===== config.mk =====
export PLATFORM = sky130hd
export DESIGN_NAME = ifetch_stage_flat
export DESIGN_NICKNAME = d
export VERILOG_FILES = /design/src/rtl/core_pkg.sv /design/src/rtl/ifetch_stage_if.sv /design/src/rtl/ifid_skid_buf.sv /design/src/rtl/ifetch_stage.sv /design/src/flat_wrapper.sv
export SDC_FILE = /design/constraint.sdc
export NUM_CORES = 1
export LEC_CHECK = 0
export CORE_ASPECT_RATIO = 0.5
export CORE_MARGIN = 3
export CORE_UTILIZATION = 40
export CTS_CLUSTER_DIAMETER = 120
export DETAILED_ROUTE_END_ITERATION = 6
export HOLD_SLACK_MARGIN = 0.08
export PLACE_DENSITY = 0.7
export SYNTH_ARGS = -nofsm -noshare
export SYNTH_HDL_FRONTEND = slang
export SYNTH_SLANG_ARGS = --single-unit

===== constraint.sdc =====
create_clock -name clk -period 2.4 [get_ports clk]
set_clock_uncertainty 0.1 [all_clocks]
set_input_delay 0.72 -clock clk [delete_from_list [all_inputs] [get_ports clk]]
set_output_delay 0.72 -clock clk [all_outputs]
set_load 0.01 [all_outputs]

===== src/rtl/core_pkg.sv =====
// core_pkg: constants and types shared by the fetch stage and its interface.
package core_pkg;
    localparam int XLEN = 32;
    localparam logic [31:0] NOP_INSTR = 32'h0000_0013;
    localparam logic [XLEN-1:0] DEFAULT_RESET_PC = '0;
    typedef enum logic [1:0] {IDLE, WAIT, KILL} fetch_state_t;
endpackage


===== src/rtl/ifetch_stage_if.sv =====
// ifetch_stage_if: instruction-memory request/response channel between fetch and memory.
interface ifetch_stage_if;
    import core_pkg::*;
    logic            req_valid;
    logic            req_ready;
    logic [XLEN-1:0] req_addr;
    logic            resp_valid;
    logic [31:0]     resp_data;
    modport master (output req_valid, req_addr, input req_ready, resp_valid, resp_data);
    modport slave  (input req_valid, req_addr, output req_ready, resp_valid, resp_data);
endinterface


===== src/rtl/ifid_skid_buf.sv =====
// ifid_skid_buf: one-entry holding buffer for a fetched instruction that decode cannot take yet.
module ifid_skid_buf
    import core_pkg::*;
(
    input  logic            clk,
    input  logic            rst_n,
    input  logic            load,
    input  logic            drain,
    input  logic            clear,
    input  logic [31:0]     instr_in,
    input  logic [XLEN-1:0] pc_in,
    output logic            valid,
    output logic [31:0]     instr,
    output logic [XLEN-1:0] pc
);
    logic            valid_q, valid_d;
    logic [31:0]     instr_q, instr_d;
    logic [XLEN-1:0] pc_q, pc_d;
    // A load in the same cycle as a drain refills the entry.
    always_comb begin
        valid_d = clear ? 1'b0 : load ? 1'b1 : drain ? 1'b0 : valid_q;
        instr_d = load ? instr_in : instr_q;
        pc_d    = load ? pc_in : pc_q;
    end
    always_ff @(posedge clk or negedge rst_n) begin
        if (!rst_n) begin
            valid_q <= 1'b0;
            instr_q <= '0;
            pc_q    <= '0;
        end else begin
            valid_q <= valid_d;
            instr_q <= instr_d;
            pc_q    <= pc_d;
        end
    end
    assign valid = valid_q;
    assign instr = instr_q;
    assign pc    = pc_q;
endmodule


===== src/rtl/ifetch_stage.sv =====
// ifetch_stage: PC/fetch FSM with a single outstanding imem request, skid buffer and IF/ID register.
module ifetch_stage
    import core_pkg::*;
#(
    parameter logic [XLEN-1:0] RESET_PC = DEFAULT_RESET_PC
) (
    input  logic                  clk,
    input  logic                  rst_n,
    input  logic                  StallF,
    input  logic                  StallD,
    input  logic                  FlushD,
    input  logic                  PcSrcE,
    input  logic [XLEN-1:0]       PCTargetE,
    ifetch_stage_if.master        imem,
    output logic [31:0]           InstrD,
    output logic [XLEN-1:0]       PCD,
    output logic [XLEN-1:0]       PCPlus4D,
    output logic                  ValidD,
    output logic [XLEN-1:0]       PCF
);
    fetch_state_t    state_q, state_d;
    logic [XLEN-1:0] pcf_q, pcf_d, req_pc_q, req_pc_d, pcd_q, pcd_d, pcp4_q, pcp4_d, buf_pc;
    logic [31:0]     instr_q, instr_d, buf_instr;
    logic            valid_q, valid_d, buf_valid;
    logic            resp_live, d_open, drain, to_d, buf_load, buf_free, fire;

    ifid_skid_buf u_buf (
        .clk(clk), .rst_n(rst_n), .load(buf_load), .drain(drain), .clear(PcSrcE),
        .instr_in(imem.resp_data), .pc_in(req_pc_q),
        .valid(buf_valid), .instr(buf_instr), .pc(buf_pc)
    );

    // Issue only when the buffer is guaranteed empty after this edge, so a response can never overflow it.
    always_comb begin
        resp_live      = state_q == WAIT && imem.resp_valid && !PcSrcE;
        d_open         = !FlushD && !StallD;
        drain          = d_open && buf_valid;
        to_d           = d_open && !buf_valid && resp_live;
        buf_load       = resp_live && !to_d;
        buf_free       = (!buf_valid || drain) && !buf_load;
        imem.req_valid = rst_n && !StallF && !PcSrcE && buf_free &&
                         (state_q == IDLE || (state_q == WAIT && imem.resp_valid));
        imem.req_addr  = {pcf_q[XLEN-1:2], 2'b00};
        fire           = imem.req_valid && imem.req_ready;
        pcf_d          = PcSrcE ? PCTargetE : fire ? pcf_q + 32'd4 : pcf_q;
        req_pc_d       = fire ? pcf_q : req_pc_q;
        state_d        = fire ? WAIT :
                         (state_q != IDLE && imem.resp_valid) ? IDLE :
                         (state_q == WAIT && PcSrcE) ? KILL : state_q;
    end

    always_comb begin
        instr_d = NOP_INSTR;
        pcd_d   = '0;
        pcp4_d  = '0;
        valid_d = 1'b0;
        if (!FlushD && StallD) begin
            instr_d = instr_q;
            pcd_d   = pcd_q;
            pcp4_d  = pcp4_q;
            valid_d = valid_q;
        end else if (drain) begin
            instr_d = buf_instr;
            pcd_d   = buf_pc;
            pcp4_d  = buf_pc + 32'd4;
            valid_d = 1'b1;
        end else if (to_d) begin
            instr_d = imem.resp_data;
            pcd_d   = req_pc_q;
            pcp4_d  = req_pc_q + 32'd4;
            valid_d = 1'b1;
        end
    end

    always_ff @(posedge clk or negedge rst_n) begin
        if (!rst_n) begin
            state_q  <= IDLE;
            pcf_q    <= RESET_PC;
            req_pc_q <= '0;
            instr_q  <= NOP_INSTR;
            pcd_q    <= '0;
            pcp4_q   <= '0;
            valid_q  <= 1'b0;
        end else begin
            state_q  <= state_d;
            pcf_q    <= pcf_d;
            req_pc_q <= req_pc_d;
            instr_q  <= instr_d;
            pcd_q    <= pcd_d;
            pcp4_q   <= pcp4_d;
            valid_q  <= valid_d;
        end
    end

    assign InstrD   = instr_q;
    assign PCD      = pcd_q;
    assign PCPlus4D = pcp4_q;
    assign ValidD   = valid_q;
    assign PCF      = pcf_q;

    resp_in_idle: assert property (@(posedge clk) disable iff (!rst_n)
        !(imem.resp_valid && state_q == IDLE));
endmodule

===== src/flat_wrapper.sv =====
// flat-port wrapper written by rule: the top's interface ports become plain ports
module ifetch_stage_flat import core_pkg::*;
#(
    parameter logic [XLEN-1:0] RESET_PC = DEFAULT_RESET_PC
)
  (clk, rst_n, StallF, StallD, FlushD, PcSrcE, PCTargetE, InstrD, PCD, PCPlus4D, ValidD, PCF, imem_req_valid, imem_req_addr, imem_req_ready, imem_resp_valid, imem_resp_data);
  ifetch_stage_if imem_i ();
  input  logic clk;
  input  logic rst_n;
  input  logic StallF;
  input  logic StallD;
  input  logic FlushD;
  input  logic PcSrcE;
  input  logic [XLEN-1:0] PCTargetE;
  output logic [31:0] InstrD;
  output logic [XLEN-1:0] PCD;
  output logic [XLEN-1:0] PCPlus4D;
  output logic ValidD;
  output logic [XLEN-1:0] PCF;
  output wire logic [$bits(imem_i.req_valid)-1:0] imem_req_valid;
  output wire logic [$bits(imem_i.req_addr)-1:0] imem_req_addr;
  input wire logic [$bits(imem_i.req_ready)-1:0] imem_req_ready;
  input wire logic [$bits(imem_i.resp_valid)-1:0] imem_resp_valid;
  input wire logic [$bits(imem_i.resp_data)-1:0] imem_resp_data;
  assign imem_req_valid = imem_i.req_valid;
  assign imem_req_addr = imem_i.req_addr;
  assign imem_i.req_ready = imem_req_ready;
  assign imem_i.resp_valid = imem_resp_valid;
  assign imem_i.resp_data = imem_resp_data;
  ifetch_stage #(.RESET_PC(RESET_PC)) u_core (.clk(clk), .rst_n(rst_n), .StallF(StallF), .StallD(StallD), .FlushD(FlushD), .PcSrcE(PcSrcE), .PCTargetE(PCTargetE), .imem(imem_i), .InstrD(InstrD), .PCD(PCD), .PCPlus4D(PCPlus4D), .ValidD(ValidD), .PCF(PCF));
endmodule

Word level (Yosys, flattened, before mapping)
Cells that the tools add are included.
{"block": "word_totals", "ff_bits": 228, "input_bits": 72, "output_inout_bits": 162, "wordCells": 60}
{"block": "classes", "add_sub_neg": 3, "eq_ne": 1, "muxes": 16, "reduce_logical": 30}
{"cell": "$mux W32", "count": 8}
{"cell": "$add A32 B3 Y32 const B", "count": 3}
{"cell": "$logic_and A1 B1 Y1", "count": 16}
{"cell": "$logic_not A1 Y1", "count": 7}
{"cell": "$mux W2", "count": 3}
{"cell": "$reduce_bool A3 Y1", "count": 2}
{"cell": "$mux W1", "count": 5}
{"cell": "$reduce_bool A2 Y1", "count": 2}
{"cell": "$eq A2 B1 Y1 const B", "count": 1}
{"cell": "$logic_not A2 Y1", "count": 1}
{"cell": "$logic_or A1 B1 Y1", "count": 2}

Logic depth before layout (Yosys ltp)
{"block": "logic_depth", "ltp_word": 13, "mapped_depth": 10, "mapped_depth_nobuf": 6}

Modules after synthesis
Synthesis repeated with hierarchy kept, for this count alone.
{"block": "unflattened", "hier_cells": 1049, "area_unflattened_um2": 11179.5}
{"module": "ifetch_stage", "n_inst": 1, "cells_per_inst": 910, "area_per_inst_um2": 8560.7}
{"module": "ifid_skid_buf", "n_inst": 1, "cells_per_inst": 139, "area_per_inst_um2": 2618.8}

Least setup slack after synthesis
No wires, ideal clock.
{"block": "synth_path", "path_kind": "input to register", "from": "in PcSrcE", "to": "reg u_core.pcf_q[5], in the netlist u_core.PCF[5]", "t_arrival_ns": 2.346, "path_slack_ns": -0.172, "path_stages": 8, "cell_sequence": "buf_2 > nor4b_1 > and2_1 > buf_2 > o21a_1 > buf_4 > mux2_2 > a221o_1"}
{"block": "synth_between", "elab_chain_len": 11, "word_cells_on_any_way": 13, "cone_classes": "1 x mux; 12 x reduce/logical"}
{"element": "start, declared", "line_no": "flat_wrapper.sv:13", "rtl": "input logic PcSrcE;"}
{"element": "$logic_not A1 Y1", "line_no": "ifetch_stage.sv:35, ifetch_stage.sv:41"}
{"element": "$logic_and A1 B1 Y1", "line_no": "ifetch_stage.sv:35", "rtl": "resp_live = state_q == WAIT && imem.resp_valid && !PcSrcE;"}
{"element": "$logic_and A1 B1 Y1", "line_no": "ifetch_stage.sv:38", "rtl": "to_d = d_open && !buf_valid && resp_live;"}
{"element": "$logic_not A1 Y1", "line_no": "ifetch_stage.sv:39", "rtl": "buf_load = resp_live && !to_d;"}
{"element": "$logic_and A1 B1 Y1", "line_no": "ifetch_stage.sv:39"}
{"element": "$logic_not A1 Y1", "line_no": "ifetch_stage.sv:40", "rtl": "buf_free = (!buf_valid || drain) && !buf_load;"}
{"element": "$logic_and A1 B1 Y1", "line_no": "ifetch_stage.sv:40"}
{"element": "$logic_and A1 B1 Y1 (2 in series)", "line_no": "ifetch_stage.sv:41", "rtl": "imem.req_valid = rst_n && !StallF && !PcSrcE && buf_free &&"}
{"element": "$logic_and A1 B1 Y1", "line_no": "ifetch_stage.sv:44", "rtl": "fire = imem.req_valid && imem.req_ready;"}
{"element": "$reduce_bool A2 Y1 (no source line)"}
{"element": "end signal, assigned", "line_no": "ifetch_stage.sv:86", "rtl": "pcf_q <= pcf_d;"}
{"element": "end, declared", "line_no": "ifetch_stage.sv:22", "rtl": "logic [XLEN-1:0] pcf_q, pcf_d, req_pc_q, req_pc_d, pcd_q, pcd_d, pcp4_q, pcp4_d, buf_pc;"}
Several ways; a longest one is shown, not always the timed one.
A chain may end at the register's enable or synchronous reset.

Worst setup path after layout
{"block": "layout_path", "from": "in StallD", "to": "out imem_req_valid"}
{"block": "layout_between", "elab_chain_len": 10, "word_cells_on_any_way": 12, "cone_classes": "12 x reduce/logical"}
{"element": "start, declared", "line_no": "flat_wrapper.sv:11", "rtl": "input logic StallD;"}
{"element": "$logic_not A1 Y1 (*)", "line_no": "ifetch_stage.sv:36", "rtl": "d_open = !FlushD && !StallD;"}
{"element": "$logic_and A1 B1 Y1 (*)", "line_no": "ifetch_stage.sv:36"}
{"element": "$logic_and A1 B1 Y1 (2 in series)", "line_no": "ifetch_stage.sv:38"}
{"element": "$logic_not A1 Y1", "line_no": "ifetch_stage.sv:39"}
{"element": "$logic_and A1 B1 Y1", "line_no": "ifetch_stage.sv:39"}
{"element": "$logic_not A1 Y1", "line_no": "ifetch_stage.sv:40"}
{"element": "$logic_and A1 B1 Y1 (*)", "line_no": "ifetch_stage.sv:40"}
{"element": "$logic_and A1 B1 Y1 (*) (2 in series)", "line_no": "ifetch_stage.sv:41"}
{"element": "end, declared", "line_no": "flat_wrapper.sv:20", "rtl": "output wire logic [$bits(imem_i.req_valid)-1:0] imem_req_valid;"}
Mark *: on every way between the ends. The rest lies on a longest branch, timed or not.

==> summary.md <==
| Metric | Value |
|---|---|
| Share of layout cells above drive strength 1 | 0.191 |
| Top_reg_cell synth | dfrtp_1 |
| Worst hold path class | in -> async |
| Crit-path max FO | 5 |
| Die W | around 240 um |
| Worst skew pair latency | 520 ps |
| Setup slack, reg-to-reg | 140 ps |
| R2R depth | 6 |
| Placed inst area | around 14000 um2 |
| GRT Overall Usage | 0.223 |
| Min Hold Slack | between 150 and 200 ps |
| Metal-1 WL | around 15000 um |
| Max cap viols | 0 |
| H-tree depth | 1 |
| Initial Utilization | 0.412 |
| Largest net degree at the start of global routing | 139 |
| Final setup vio count | 0 |
| R2R Path Start | u_core.u_buf.pc[6]$_DFFE_PN0P_ |
| Share of the synthesized area in the top cell type | 0.507 |
| Final slew viol count | 0 |
| Antenna violations before repair | 0 |
| Peak VDD IR | 390 uV |
| Critical path class | in -> out |
| Ys async rst share | 1.00 |
| Area Growth Syn to Fin | 35.8% |
| Final Hold Viols | 0 |
| Reg-to-reg endpoint | u_core.PCPlus4D[28]$_DFFE_PN0N_ |
| Fin area | about 15000 um2 |
| Vias in the first global route | about 9400 |
| Mean Syn Cell Area | ~10 um2 |
| Pre-antenna DRT Iters | 7 |
| Total grt overflow | 0 |
| Gp weighted congestion | roughly 0.9 |
| Slew @ Worst Pin | 781 ps |
| Status | complete, but fails checks |
| Clock transition at the registers of the reported paths | 60 ps |
| Setup crit start kind | input port |
| Tmin final | around 2400 ps |
| Metal2 WL | approximately 16000 um |
| Pwr per Cell Area | between 700 and 800 nW/um2 |
| Clock sink total | around 230 |
| Clock Tree Root | clkbuf_16 |
| Dpl ws | -844 ps |
| EDFF count, synth | 0 |
| DIE AREA | 29700 um2 |
| DR vias | 9531 |
| Cell repeated most along the worst path | buf_2 |
| Slew margin rel. | 0.479 |
| Critical-path top delay cell | a21boi_4 |
| Leakage | between 6 and 7 nW |
| Remaining antenna violation count after routing | 0 |
| # IOs | about 230 |
| HPWL after DPL | between 20000 and 25000 um |
| Clock buffer depth | 3 |
| Ranking of synthesized cells by area | dfrtp_1 (51%), mux2_2 (6.8%), a222oi_1 (5.4%) |
| Slowest stage delay, CP | roughly 190 ps |
| Nets | 1371 |
| Worst EP arrival | about 1600 ps |
| Ys Warns | 0 |
| Vias per inst | 5.73 |
| Unrepaired setup endpoints after global routing | true |
| Post-Syn Instances | about 1100 |
| Port bufs | 231 |
| Cell with the most instances after synthesis | dfrtp_1 |
| Yosys reg bits | ~230 |
| Crit path from | StallD |
| Crit end category | output port |
| Inserted Clock Buffers | 23 |
| Hold_buf cts | 0 |
| Floorplan core area | roughly 27000 um2 |
| Failing checks | DRC |
| Req. time, crit path | between 1500 and 2000 ps |
| Die H | about 120 um |
| DRC errors left | 16 |
| Setup ws final | slightly above 6 ps |
| Iteration-0 DRC count of the detailed router | 1319 |
| Register area share after synthesis | 0.514 |
| Critical Path, Cell by Cell | buf_2 -> nor2_4 -> buf_6 -> a21boi_4 -> o21a_1 -> buf_2 |
| Top layer in use | met4 |
| Final worst path period share | 0.997 |
| Avg WL per Cell | approximately 21 um |
| Max frequency | around 420 MHz |
| Site row count | 42 |
| First-pass GRT wire length | 52800 um |
| CTS tree | yes |
| Leading area contributor after synthesis | dfrtp_1 |
| Routed WL | 34100 um |
| Inserted Diodes | 0 |
| Cell variety after synth | 60 |
| Wire length on met3 | between 2000 and 2500 um |
| Mapped cell area | 11000 um2 |
| Synth top cells by count | dfrtp_1 (223), nand2_1 (138), inv_1 (77), mux2_2 (67), a222oi_1 (59) |
## metrics by stage
step,util,TNS [ps],std cells,power (mW)
2_1_floorplan,-,0,1056,5.54
3_3_place_gp,0.522,-71070,1610,6.30
3_5_place_dp,0.522,-73160,1610,6.38
4_1_cts,0.557,-9.68,1659,10.7
5_1_grt,0.559,-34.2,1664,11.1
6_report,0.559,0,1664,10.6
## worst max-delay path by stage
stage                     slack (ps)                           endpoint
after floorplan                    5  u_core.u_buf.instr[0]$_DFFE_PN0P_
after global placement          -890                     imem_req_valid
after detailed placement        -840                     imem_req_valid
after CTS                        -10                     imem_req_valid
after global routing             -30                     imem_req_valid
final                              6                     imem_req_valid
## timing repair
action                     CTS  global route
gates resized for setup     53             9
buffers inserted             8             5
pin swaps                    4             1
setup endpoints to repair   65            14
## cells in the final DEF (no fill, tap or decap), types with 9 or more instances in the layout
cell / count
o221ai_1: 11
mux2_2: 67
xnor2_1: 23
and3_1: 13
dlygate4sd2_1: 14
a221o_1: 15
clkbuf_16: 23
inv_1: 77
mux2i_1: 15
o211ai_1: 9
nand3_1: 37
nor3_1: 16
dfrtp_2: 24
buf_12: 9
a22oi_1: 10
clkdlybuf4s50_1: 209
o21ai_0: 42
nand2_1: 138
buf_4: 81
dfrtp_1: 199
xor2_1: 30
nand4_1: 29
a222oi_1: 59
nor4_1: 10
nor2_1: 40
## power breakdown
part	internal, mW	switching (mW)
sequential	4.24	0.608
clock	2.69	1.57
combinational	0.811	0.725
## critical path, delay by kind of cell
kind,cells,cell delay (ps)
buffers and inverters,3,390
and+or+nand+nor,1,110
AOI/OAI and AO/OA,2,340
## registers in the layout (all words and copies together), names as in the netlist
name	count
u_core.u_buf.instr	32
u_core.state_q	2
u_core.PCF	32
u_core.PCPlus4D	32
u_core.ValidD	1
u_core.InstrD	32
u_core.u_buf.pc	32
u_core.u_buf.valid	1
u_core.req_pc_q	32
u_core.PCD	30
## cell families (layout without fill, tap and decap cells)
logic type | after synthesis | in the layout | synth area share
mux | 82 | 82 | 0.0821
xor+xnor | 53 | 53 | 0.0421
compound gates | 185 | 185 | 0.135
other cells | 1 | 2 | 0.000340
flops | 226 | 226 | 0.514
buf+inv | 184 | 440 | 0.0775
fa+ha+maj | 3 | 3 | 0.00341
simple gates | 321 | 321 | 0.146
## cell type report
type	count	area, um2
well taps	352	440
inverters	77	289
clock inverters	14	279
clock buffers	27	611
flip-flops and latches	226	5690
repair buffers	322	3080
multi-input cells	646	4570
fillers	2247	11800
## per-layer routing
layer	global-route usage	up-vias
met5	0	-
met4	0.0678	0
met3	0.0439	74
met2	0.354	413
met1	0.312	4766
li1	-	4278
Note: power is estimated with default switching activity, not from simulation.
